[config.mk]
export PLATFORM = sky130hd
export DESIGN_NAME = mul_exec_unit
export DESIGN_NICKNAME = d
export VERILOG_FILES = /design/src/rtl/mul_exec_unit.sv
export SDC_FILE = /design/constraint.sdc
export NUM_CORES = 1
export LEC_CHECK = 0
export CORE_MARGIN = 2
export CORE_UTILIZATION = 50
export DETAILED_ROUTE_END_ITERATION = 8
export PLACE_DENSITY = 0.72
export SYNTH_ARGS = -nofsm -noshare
export SYNTH_HDL_FRONTEND = slang
export SYNTH_SLANG_ARGS = --single-unit
[constraint.sdc]
create_clock -name clk -period 4.87 [get_ports clk]
set_clock_uncertainty 0.05 [all_clocks]
set_input_delay 0.487 -clock clk [delete_from_list [all_inputs] [get_ports clk]]
set_output_delay 0.487 -clock clk [all_outputs]
set_load 0.005 [all_outputs]
[src/rtl/mul_exec_unit.sv]
`default_nettype none
// ============================================================================
// Module      : mul_exec_unit
// Description : Iterative radix-2 shift-add multiply execution unit for an
//               out-of-order core. Handles MUL / MULH / MULHSU / MULHU.
//               Accepts one instruction from the issue queue when idle,
//               iterates XLEN cycles on operand magnitudes, fixes the sign,
//               then holds the result on the CDB request until granted.
// Ports       : clk, rst (sync, active-high)
//               issue_valid/op/rs1_data/rs2_data/rd_tag -> instruction in
//               ex_done  -> instruction accepted this cycle (combinational)
//               busy     -> unit is holding an instruction
//               cdb_req/cdb_grant/cdb_tag/cdb_data/cdb_data_valid -> CDB side
// Revision    : 1.0 - initial release
// ============================================================================
module mul_exec_unit #(
    parameter int XLEN  = 32,
    parameter int TAG_W = 6
) (
    input  logic             clk,
    input  logic             rst,
    input  logic             issue_valid,
    input  logic [1:0]       issue_op,
    input  logic [XLEN-1:0]  issue_rs1_data,
    input  logic [XLEN-1:0]  issue_rs2_data,
    input  logic [TAG_W-1:0] issue_rd_tag,
    output logic             ex_done,
    output logic             busy,
    output logic             cdb_req,
    input  logic             cdb_grant,
    output logic [TAG_W-1:0] cdb_tag,
    output logic [XLEN-1:0]  cdb_data,
    output logic             cdb_data_valid
);

    localparam int c_CNT_W = $clog2(XLEN);

    localparam logic [1:0] c_ST_IDLE = 2'd0;
    localparam logic [1:0] c_ST_BUSY = 2'd1;
    localparam logic [1:0] c_ST_DONE = 2'd2;

    localparam logic [1:0] c_OP_MUL    = 2'b00;
    localparam logic [1:0] c_OP_MULH   = 2'b01;
    localparam logic [1:0] c_OP_MULHSU = 2'b10;

    localparam logic [c_CNT_W-1:0]  c_CNT_LAST = c_CNT_W'(XLEN - 1);
    localparam logic [c_CNT_W-1:0]  c_CNT_ONE  = {{(c_CNT_W-1){1'b0}}, 1'b1};
    localparam logic [XLEN-1:0]     c_ONE_X    = {{(XLEN-1){1'b0}}, 1'b1};
    localparam logic [2*XLEN-1:0]   c_ONE_2X   = {{(2*XLEN-1){1'b0}}, 1'b1};

    // State registers and their next-state values
    logic [1:0]        r_state_q,  w_state_d;
    logic [c_CNT_W-1:0] r_cnt_q,   w_cnt_d;
    logic [2*XLEN-1:0] r_acc_q,    w_acc_d;
    logic [2*XLEN-1:0] r_mcand_q,  w_mcand_d;   // shifts left each step
    logic [XLEN-1:0]   r_mplier_q, w_mplier_d;  // shifts right each step
    logic              r_neg_q,    w_neg_d;
    logic              r_is_mul_q, w_is_mul_d;
    logic [TAG_W-1:0]  r_tag_q,    w_tag_d;
    logic [XLEN-1:0]   r_result_q, w_result_d;

    // Operand sign handling at acceptance
    logic              w_a_neg;
    logic              w_b_neg;
    logic [XLEN-1:0]   w_mag_a;
    logic [XLEN-1:0]   w_mag_b;
    logic [2*XLEN-1:0] w_sum;
    logic [2*XLEN-1:0] w_prod;

    assign ex_done        = issue_valid && (r_state_q == c_ST_IDLE) && !rst;
    assign busy           = (r_state_q != c_ST_IDLE);
    assign cdb_req        = (r_state_q == c_ST_DONE);
    assign cdb_data_valid = cdb_req && cdb_grant;
    assign cdb_tag        = r_tag_q;
    assign cdb_data       = r_result_q;

    always_comb begin
        w_a_neg = ((issue_op == c_OP_MULH) || (issue_op == c_OP_MULHSU))
                  && issue_rs1_data[XLEN-1];
        w_b_neg = (issue_op == c_OP_MULH) && issue_rs2_data[XLEN-1];
        w_mag_a = w_a_neg ? (~issue_rs1_data + c_ONE_X) : issue_rs1_data;
        w_mag_b = w_b_neg ? (~issue_rs2_data + c_ONE_X) : issue_rs2_data;

        // One shift-add step: add the aligned multiplicand when the current
        // multiplier LSB is set.
        w_sum  = r_acc_q + (r_mplier_q[0] ? r_mcand_q : '0);
        w_prod = r_neg_q ? (~w_sum + c_ONE_2X) : w_sum;
    end

    always_comb begin
        w_state_d  = r_state_q;
        w_cnt_d    = r_cnt_q;
        w_acc_d    = r_acc_q;
        w_mcand_d  = r_mcand_q;
        w_mplier_d = r_mplier_q;
        w_neg_d    = r_neg_q;
        w_is_mul_d = r_is_mul_q;
        w_tag_d    = r_tag_q;
        w_result_d = r_result_q;

        case (r_state_q)
            c_ST_IDLE: begin
                if (ex_done) begin
                    w_is_mul_d = (issue_op == c_OP_MUL);
                    w_tag_d    = issue_rd_tag;
                    w_mcand_d  = {{XLEN{1'b0}}, w_mag_a};
                    w_mplier_d = w_mag_b;
                    w_neg_d    = w_a_neg ^ w_b_neg;
                    w_acc_d    = '0;
                    w_cnt_d    = '0;
                    w_state_d  = c_ST_BUSY;
                end
            end
            c_ST_BUSY: begin
                w_acc_d    = w_sum;
                w_mcand_d  = {r_mcand_q[2*XLEN-2:0], 1'b0};
                w_mplier_d = {1'b0, r_mplier_q[XLEN-1:1]};
                if (r_cnt_q == c_CNT_LAST) begin
                    // Final step: sign-correct and pick the requested half
                    w_cnt_d    = '0;
                    w_result_d = r_is_mul_q ? w_prod[XLEN-1:0]
                                            : w_prod[2*XLEN-1:XLEN];
                    w_state_d  = c_ST_DONE;
                end else begin
                    w_cnt_d = r_cnt_q + c_CNT_ONE;
                end
            end
            c_ST_DONE: begin
                if (cdb_grant) begin
                    w_state_d = c_ST_IDLE;
                end
            end
            default: begin
                w_state_d = c_ST_IDLE;
            end
        endcase
    end

    always_ff @(posedge clk) begin
        if (rst) begin
            r_state_q  <= c_ST_IDLE;
            r_cnt_q    <= '0;
            r_acc_q    <= '0;
            r_mcand_q  <= '0;
            r_mplier_q <= '0;
            r_neg_q    <= 1'b0;
            r_is_mul_q <= 1'b0;
            r_tag_q    <= '0;
            r_result_q <= '0;
        end else begin
            r_state_q  <= w_state_d;
            r_cnt_q    <= w_cnt_d;
            r_acc_q    <= w_acc_d;
            r_mcand_q  <= w_mcand_d;
            r_mplier_q <= w_mplier_d;
            r_neg_q    <= w_neg_d;
            r_is_mul_q <= w_is_mul_d;
            r_tag_q    <= w_tag_d;
            r_result_q <= w_result_d;
        end
    end

endmodule
`default_nettype wire

==> results of run 1 <==
where the power goes:
| group | total, mW | internal, mW | switching [mW] |
|---|---|---|---|
| logic | 0.914 | 0.379 | 0.535 |
| clock network | 2.03 | 1.21 | 0.819 |
| registers | 1.79 | 1.75 | 0.0437 |
registers in the layout, indices dropped and copies added (netlist names):
name and flops:
r_is_mul_q 1, r_neg_q 1, cdb_tag 6, r_mcand_q 64, cdb_data 32, r_cnt_q 5, r_mplier_q 32, r_state_q 2
r_acc_q 64
cell usage after synthesis, types with 6 or more instances:
cell type  number  area (sq um)
a2111oi_0       8         70.07
a211oi_1       30         225.2
a21o_1         36         270.3
a21oi_1       281          1406
a221oi_1       13         113.9
a22oi_1        83         623.1
a311oi_1        8         70.07
a31oi_1        23         143.9
a41oi_1         7         61.31
and2_1         89         556.8
and3_1         16         100.1
and4_1          6         52.55
buf_1          10         37.54
buf_2          12         60.06
clkbuf_1      129         484.2
dfxtp_1       207          4144
ha_1           70         875.8
inv_1          37         138.9
mux2i_1        10         100.1
nand2_1       281          1055
nand2b_1       19         118.9
nand3_1       100         500.5
nand4_1        30         187.7
nor2_1        193         724.4
nor2b_1        10         62.56
nor3_1         62         310.3
nor4_1         32         200.2
o211a_1         8         80.08
o211ai_1       22         165.2
o21a_1          9         67.56
o21ai_0       100         500.5
o21ai_1        14         70.07
o21bai_1        6         45.04
o31ai_1        24         180.2
o41ai_1        11         96.34
or2_2           8         50.05
or3_1          31         193.9
or4b_1          6         60.06
xnor2_1        69         604.3
xor2_1         58         508.0
stage by stage:
stage | area (sq um) | TNS, ps | power (mW)
6_report | 20450 | 0 | 4.735
5_1_grt | 20450 | -244.4 | 4.904
4_1_cts | 20090 | 0 | 4.715
3_5_place_dp | 19150 | -267.7 | 2.695
3_3_place_gp | 19150 | -56.92 | 2.681
2_1_floorplan | 16350 | 0 | 2.339
kinds of logic (layout without fill, tap and decap cells):
logic type               after synthesis  count (layout)  share of synthesized area, %
multiplexers                          11              11                        0.6810
AND/OR/NAND/NOR                      920             920                         27.65
flip-flops                           207             207                         25.34
XOR/XNOR                             127             127                         6.802
AO/OA/AOI/OAI                        744             744                         29.34
buffers and inverters                194             424                         4.706
adder cells (fa/ha/maj)               71              71                         5.479
repair_timing:
action / in CTS / in global routing
resized for setup: 9 / 78
endpoints found under the setup margin: 7 / 30
pin swaps: 6 / 18
buffers inserted: 3 / 4
per-layer routing:
| layer | track usage (%) | routed length (um) | up-vias |
|---|---|---|---|
| met5 | 0 | 13 | - |
| met4 | 11.40 | 2149 | 2 |
| met3 | 4.896 | 4278 | 119 |
| met2 | 53.78 | 26370 | 714 |
| met1 | 45.76 | 26230 | 8570 |
| li1 | - | - | 8774 |
path summary, 6_finish.rpt:
path	startpoint	end
hold / removal	rst	cdb_data[7]
hold reg to reg	cdb_tag[5]	cdb_tag[5]
setup reg to reg	r_mplier_q[0]	cdb_data[23]
setup / recovery	r_mplier_q[0]	cdb_data[23]
final cells by class:
| cell class | instances | area, sq um |
|---|---|---|
| repair buffers | 342 | 2907 |
| flip-flops and latches | 207 | 4145 |
| fillers | 2980 | 11920 |
| clock buffers | 30 | 674.4 |
| clock inverters | 14 | 207.7 |
| inverters | 38 | 142.6 |
| well taps | 442 | 553.0 |
| multi-input cells | 1873 | 11830 |
critical path, delay by kind of cell (launching register included):
family	cells	cell delay (ps)
simple gates	6	1630
flops	1	320
fa+ha+maj	1	280
compound gates	7	1890
buf+inv	3	480
==> results.md, run 1 <==
- Status: finished, final reports clean
- Startpoint class of the critical path: flip-flop
- Nets: ~2600
- Worst Setup Path Type: flip-flop to flip-flop
- # clock sinks: between 200 and 250
- Most frequent cells in the layout: 279 x nand2_1, 275 x a21oi_1, 220 x buf_4, 206 x dfxtp_1, 191 x nor2_1
- Hold_buf cts: 0
- Mapped Cells: around 2300
- Diodes inserted: 0
- Hold depth: 2
- Share of flip-flops with an asynchronous set or reset: 0%
- Synth warn: 0
- Period Utilization, post-route: between 90% and 100%
- CP Capture Type: flip-flop
- Min cycle time layout: between 4000 and 5000 ps
- DP Worst Slack: -131.7 ps
- Flop2flop setup slack: between 100 and 150 ps
- 1st-iter DRT viols: between 1500 and 2000
- Core ar.: 32370 sq um
- Clk slew on worst S/H paths: about 70 ps
- Seq/Total Area, Yosys: between 20% and 30%
- Die area: around 34000 sq um
- I/O pin count: around 120
- Post-synth EDFFs: 0
- Cell count of the worst reg-to-reg path: 17
- Share of cells above drive strength 1: between 10% and 20%
- Final WS setup: approximately 110 ps
- First-pass detailed-route iteration total: 5
- Hold Crit Class: input pin to flip-flop
- Die Y-Extent: 184.8 um
- Total GRT Usage: about a third
- Clock latency on the worst-skew pair: about 570 ps
- Routed WL: slightly below 60 mm
- Row cnt: 66
- Layout area overhead: 25.09%
- # DRC: 0
- Synthesized flop and latch total: just over 200
- Chip width: about 180 um
- Worst hold slack: 400.2 ps
- Worst-Margin Slew: ~1000 ps
- Max-cap violation count: 0
- H-tree depth: 1
- Slew Limit Headroom: 33.35%
- Placed Instances: about 2900
- Routed len/inst: ~20 um
- Post-detail-place hpwl: ~45 mm
- Final Wtd Congestion: between 1 and 1.5
- IO buf count: 117
- Final slew viol count: 0
- Synth cell types: 89
- Worst path cell trace: buf_12 -> and2_1 -> ha_1 -> buf_4 -> a21oi_4 -> o211ai_1 -> a22o_1 -> and3_1 -> a2111oi_2 -> and4b_2 -> a2111o_1 -> or4b_4 -> nor4_4 -> buf_6 -> a41oi_2 -> and2_0 -> o311a_1
- Post-layout util: between 60% and 70%
- CTS tree: done
- Global-route wire length before repair: between 90 and 100 mm
- Final std cells w/o fill: 2946
- Leak Pwr: slightly above 8 nW
- Syn Std Cell Area: about 16000 sq um
- RSZ-0062 raised after global routing: yes
- Initial Util: between 50% and 60%
- CTS root buffer: clkbuf_16
- Largest net degree at the start of global routing: ~150
- VDD IR-drop max: about 0.24 mV
- Crit-path slowest cell: or4b_4
- Crit-path max cell delay: about 570 ps
- Global route overflow: 0
- Peak Freq: between 0.2 and 0.25 GHz
- Synthesized area per cell: 7.191 sq um
- Final Hold Viols: 0
- Ys flop type: dfxtp_1
- Vias in the first global route: about 17000
- Detail Route Antenna Nets: 0
- Clock Path Buffers: 3
- CTS Buf Count: 25
- CP arrival: ~5000 ps
- Power per cell area: approximately 230 nW/um^2
- Mapped Nets: roughly 2400
- Final setup fails: 0
- Number of antenna violations at the first check in global routing: 1
- DR vias/cell: 6.171
- Critical path data required time: between 5000 and 6000 ps
- Critical-path maximum fanout: 16
- Commonest non-fill, non-tap cell in the layout: nand2_1
- Via Count: about 18000
No activity file was read; power rests on OpenSTA's default activity.
==> inputs of run 2 (changes only) <==
--- a/config.mk
+++ b/config.mk
@@ -9,6 +9,7 @@
 export CORE_UTILIZATION = 50
 export DETAILED_ROUTE_END_ITERATION = 8
 export PLACE_DENSITY = 0.72
+export RECOVER_POWER = 100
 export SYNTH_ARGS = -nofsm -noshare
 export SYNTH_HDL_FRONTEND = slang
 export SYNTH_SLANG_ARGS = --single-unit
==> results.md, run 2 (synthesized netlist as in run 1, its figures left out) <==
- Status: complete, but fails checks (was finished, final reports clean)
- Failing checks: max-capacitance violations, max-slew violations
- Fill cell count: 2998 (was 2980)
- Crit path max-delay family: compound AO/OA/AOI/OAI gates (unchanged)
- Period Utilization, post-route: 97.50% (was 97.74%)
- VDD IR-drop max: 0.2377 mV (was 0.2393 mV)
- Nets: 2634 (unchanged)
- CP Capture Type: flip-flop (unchanged)
- Clk slew on worst S/H paths: 70 ps (about the same)
- Setup tns final: 0 ps (unchanged)
- Number of antenna violations at the first check in global routing: 1 (unchanged)
- CP arrival: 5140 ps (was 5150 ps)
- Via Count: 18100 (was 18180)
- Crit-path slowest cell: or4b_4 (unchanged)
- First-pass detailed-route iteration total: 6 (was 5)
- Clock Path Buffers: 3 (unchanged)
- 1st-iter DRT viols: 1629 (was 1541)
- Cell count of the worst reg-to-reg path: 17 (unchanged)
- Total GRT Usage: 33.44% (unchanged)
- CP startpoint: r_mplier_q[0] (unchanged)
- Vias in the first global route: 16650 (unchanged)
- Clock latency on the worst-skew pair: 570 ps (about the same)
- Largest net degree at the start of global routing: 148 (unchanged)
- Final slew viol count: 166 (was 0)
- Power Total: 4.735 mW (about the same)
- Peak Freq: 0.2106 GHz (was 0.2101 GHz)
- Share of cells above drive strength 1: 14.34% (was 14.86%)
- Critical path data required time: 5260 ps (about the same)
- Die Y-Extent: 184.8 um (unchanged)
- CP bufs+invs: 3 (unchanged)
- Crit path depth: 17 (unchanged)
- Layout area overhead: 24.74% (was 25.09%)
- Power per cell area: 232.2 nW/um^2 (was 231.5 nW/um^2)
- I/O pin count: 118 (unchanged)
- Global-route wire length before repair: 90.71 mm (unchanged)
- Routed len/inst: 20.04 um (about the same)
- End of the critical path: cdb_data[23] (unchanged)
- Min cycle time layout: 4748 ps (was 4760 ps)
- RSZ-0062 raised after global routing: yes (unchanged)
- Startpoint class of the critical path: flip-flop (unchanged)
- Leak Pwr: 8.215 nW (was 8.117 nW)
- Most frequent cells in the layout: 280 x nand2_1, 275 x a21oi_1, 211 x buf_4, 206 x dfxtp_1, 192 x nor2_1 (was 279 x nand2_1, 275 x a21oi_1, 220 x buf_4, 206 x dfxtp_1, 191 x nor2_1)
- Chip width: 184.8 um (unchanged)
- Worst-Margin Slew: 3156 ps (was 999.2 ps)
- Slew Limit Headroom: -110.4% (was 33.35%)
- DP Worst Slack: -131.7 ps (unchanged)
- Placed Instances: 2896 (unchanged)
- Global route overflow: 0 (unchanged)
- Critical-path maximum fanout: 16 (unchanged)
- Final Hold Viols: 0 (unchanged)
- Hold Crit Class: flip-flop to flip-flop (was input pin to flip-flop)
- Hold_buf cts: 0 (unchanged)
- Crit-path max cell delay: 570 ps (about the same)
- Max-cap violation count: 3 (was 0)
- Reg2reg end: cdb_data[23] (unchanged)
- Final std cells w/o fill: 2946 (unchanged)
- CTS Buf Count: 25 (unchanged)
- Final setup fails: 0 (unchanged)
- Flop2flop setup slack: 120 ps (was 110 ps)
- Die area: 34170 sq um (unchanged)
- Row cnt: 66 (unchanged)
- Worst path cell trace: buf_12 -> and2_1 -> ha_1 -> buf_4 -> a21oi_4 -> o211ai_1 -> a22o_1 -> and3_1 -> a2111oi_2 -> and4b_2 -> a2111o_1 -> or4b_4 -> nor4_4 -> buf_6 -> a41oi_2 -> and2_0 -> o311a_1 (unchanged)
- CTS tree: done (unchanged)
- Diodes inserted: 0 (unchanged)
- Worst r2r src: r_mplier_q[0] (unchanged)
- Final WS setup: 121.9 ps (was 110.3 ps)
- Core ar.: 32370 sq um (unchanged)
- H-tree depth: 1 (unchanged)
- Detail Route Antenna Nets: 0 (unchanged)
- Post-detail-place hpwl: 45.49 mm (unchanged)
- Commonest non-fill, non-tap cell in the layout: nand2_1 (unchanged)
- Initial Util: 50.51% (unchanged)
- # DRC: 0 (unchanged)
- CTS root buffer: clkbuf_16 (unchanged)
- DR vias/cell: 6.142 (was 6.171)
- IO buf count: 117 (unchanged)
- Biggest regs: r_acc_q: 64 flops, r_mcand_q: 64 flops (unchanged)
- Worst Setup Path Type: flip-flop to flip-flop (unchanged)
- Final Wtd Congestion: 1.004 (unchanged)
- # clock sinks: 207 (unchanged)
- Routed WL: 59.04 mm (about the same)
## run 2: cell count changes in the layout (fill, tap and decap cells not counted), moves of 2 or more
| cell | delta |
|---|---|
| dlygate4sd3_1 | +41 |
| and2_0 | +3 |
| and2_1 | -2 |
| clkdlybuf4s50_1 | -41 |
| clkbuf_1 | +8 |
| buf_4 | -9 |
## run 2: how the worst min path moves through the flow
stage,startpoint,end,slack (ps),cells after the start
6_report,cdb_tag[5],cdb_tag[5],400,2
5_1_grt,issue_rd_tag[2],cdb_tag[2],420,3
2_1_floorplan,r_cnt_q[3],r_cnt_q[3],360,1
3_5_place_dp,r_cnt_q[3],r_cnt_q[3],390,1
4_1_cts,cdb_data[13],cdb_data[13],400,2
3_3_place_gp,r_cnt_q[3],r_cnt_q[3],390,1
## run 2: cell type report
class	count	area [sq um]	share of cell area, %
Multi-Input combinational cell	1873	11800	57.85
Sequential cell	207	4145	20.32
Timing Repair Buffer	342	2874	14.09
Clock buffer	30	674.4	3.306
Tap cell	442	553.0	2.711
Clock inverter	14	207.7	1.018
Inverter	38	142.6	0.6993
## run 2: power breakdown
part / total, mW / switching, mW / internal, mW / leakage, nW
Sequential: 1.79 / 0.0436 / 1.75 / 1.68
Clock: 2.04 / 0.823 / 1.21 / 0.425
Combinational: 0.910 / 0.533 / 0.378 / 6.11
## run 2: per-layer routing
| metal | wire, um | vias to the layer above | track usage (%) | share of wire, % |
|---|---|---|---|---|
| met5 | 13 | - | 0 | 0.022 |
| met4 | 2026 | 2 | 11.40 | 3.4 |
| met3 | 4274 | 118 | 4.896 | 7.2 |
| met2 | 26530 | 665 | 53.78 | 45 |
| met1 | 26190 | 8538 | 45.76 | 44 |
| li1 | - | 8772 | - | - |
## run 2: what timing repair did
item | 4_1_cts | 5_1_grt
resized for setup | 9 | 78
setup endpoints to repair | 7 | 30
setup buffers | 3 | 4
pin swaps | 6 | 18
## run 2: stage by stage
stage | utilization, % | hold WS [ps] | area, sq um
after floorplan | - | 364.9 | 16350
after global placement | 59.15 | 386.9 | 19150
after detailed placement | 59.15 | 393.7 | 19150
after CTS | 62.07 | 405.0 | 20090
after global routing | 63.01 | 418.9 | 20400
final | 63.01 | 398.4 | 20400
## run 2: worst reg2reg max path: cells and delay by family (launching register included)
family	cells	cell delay, ps
flip-flops	1	320
buffers and inverters	3	490
AND/OR/NAND/NOR	6	1650
AO/OA/AOI/OAI	7	1900
adder cells (fa/ha/maj)	1	280
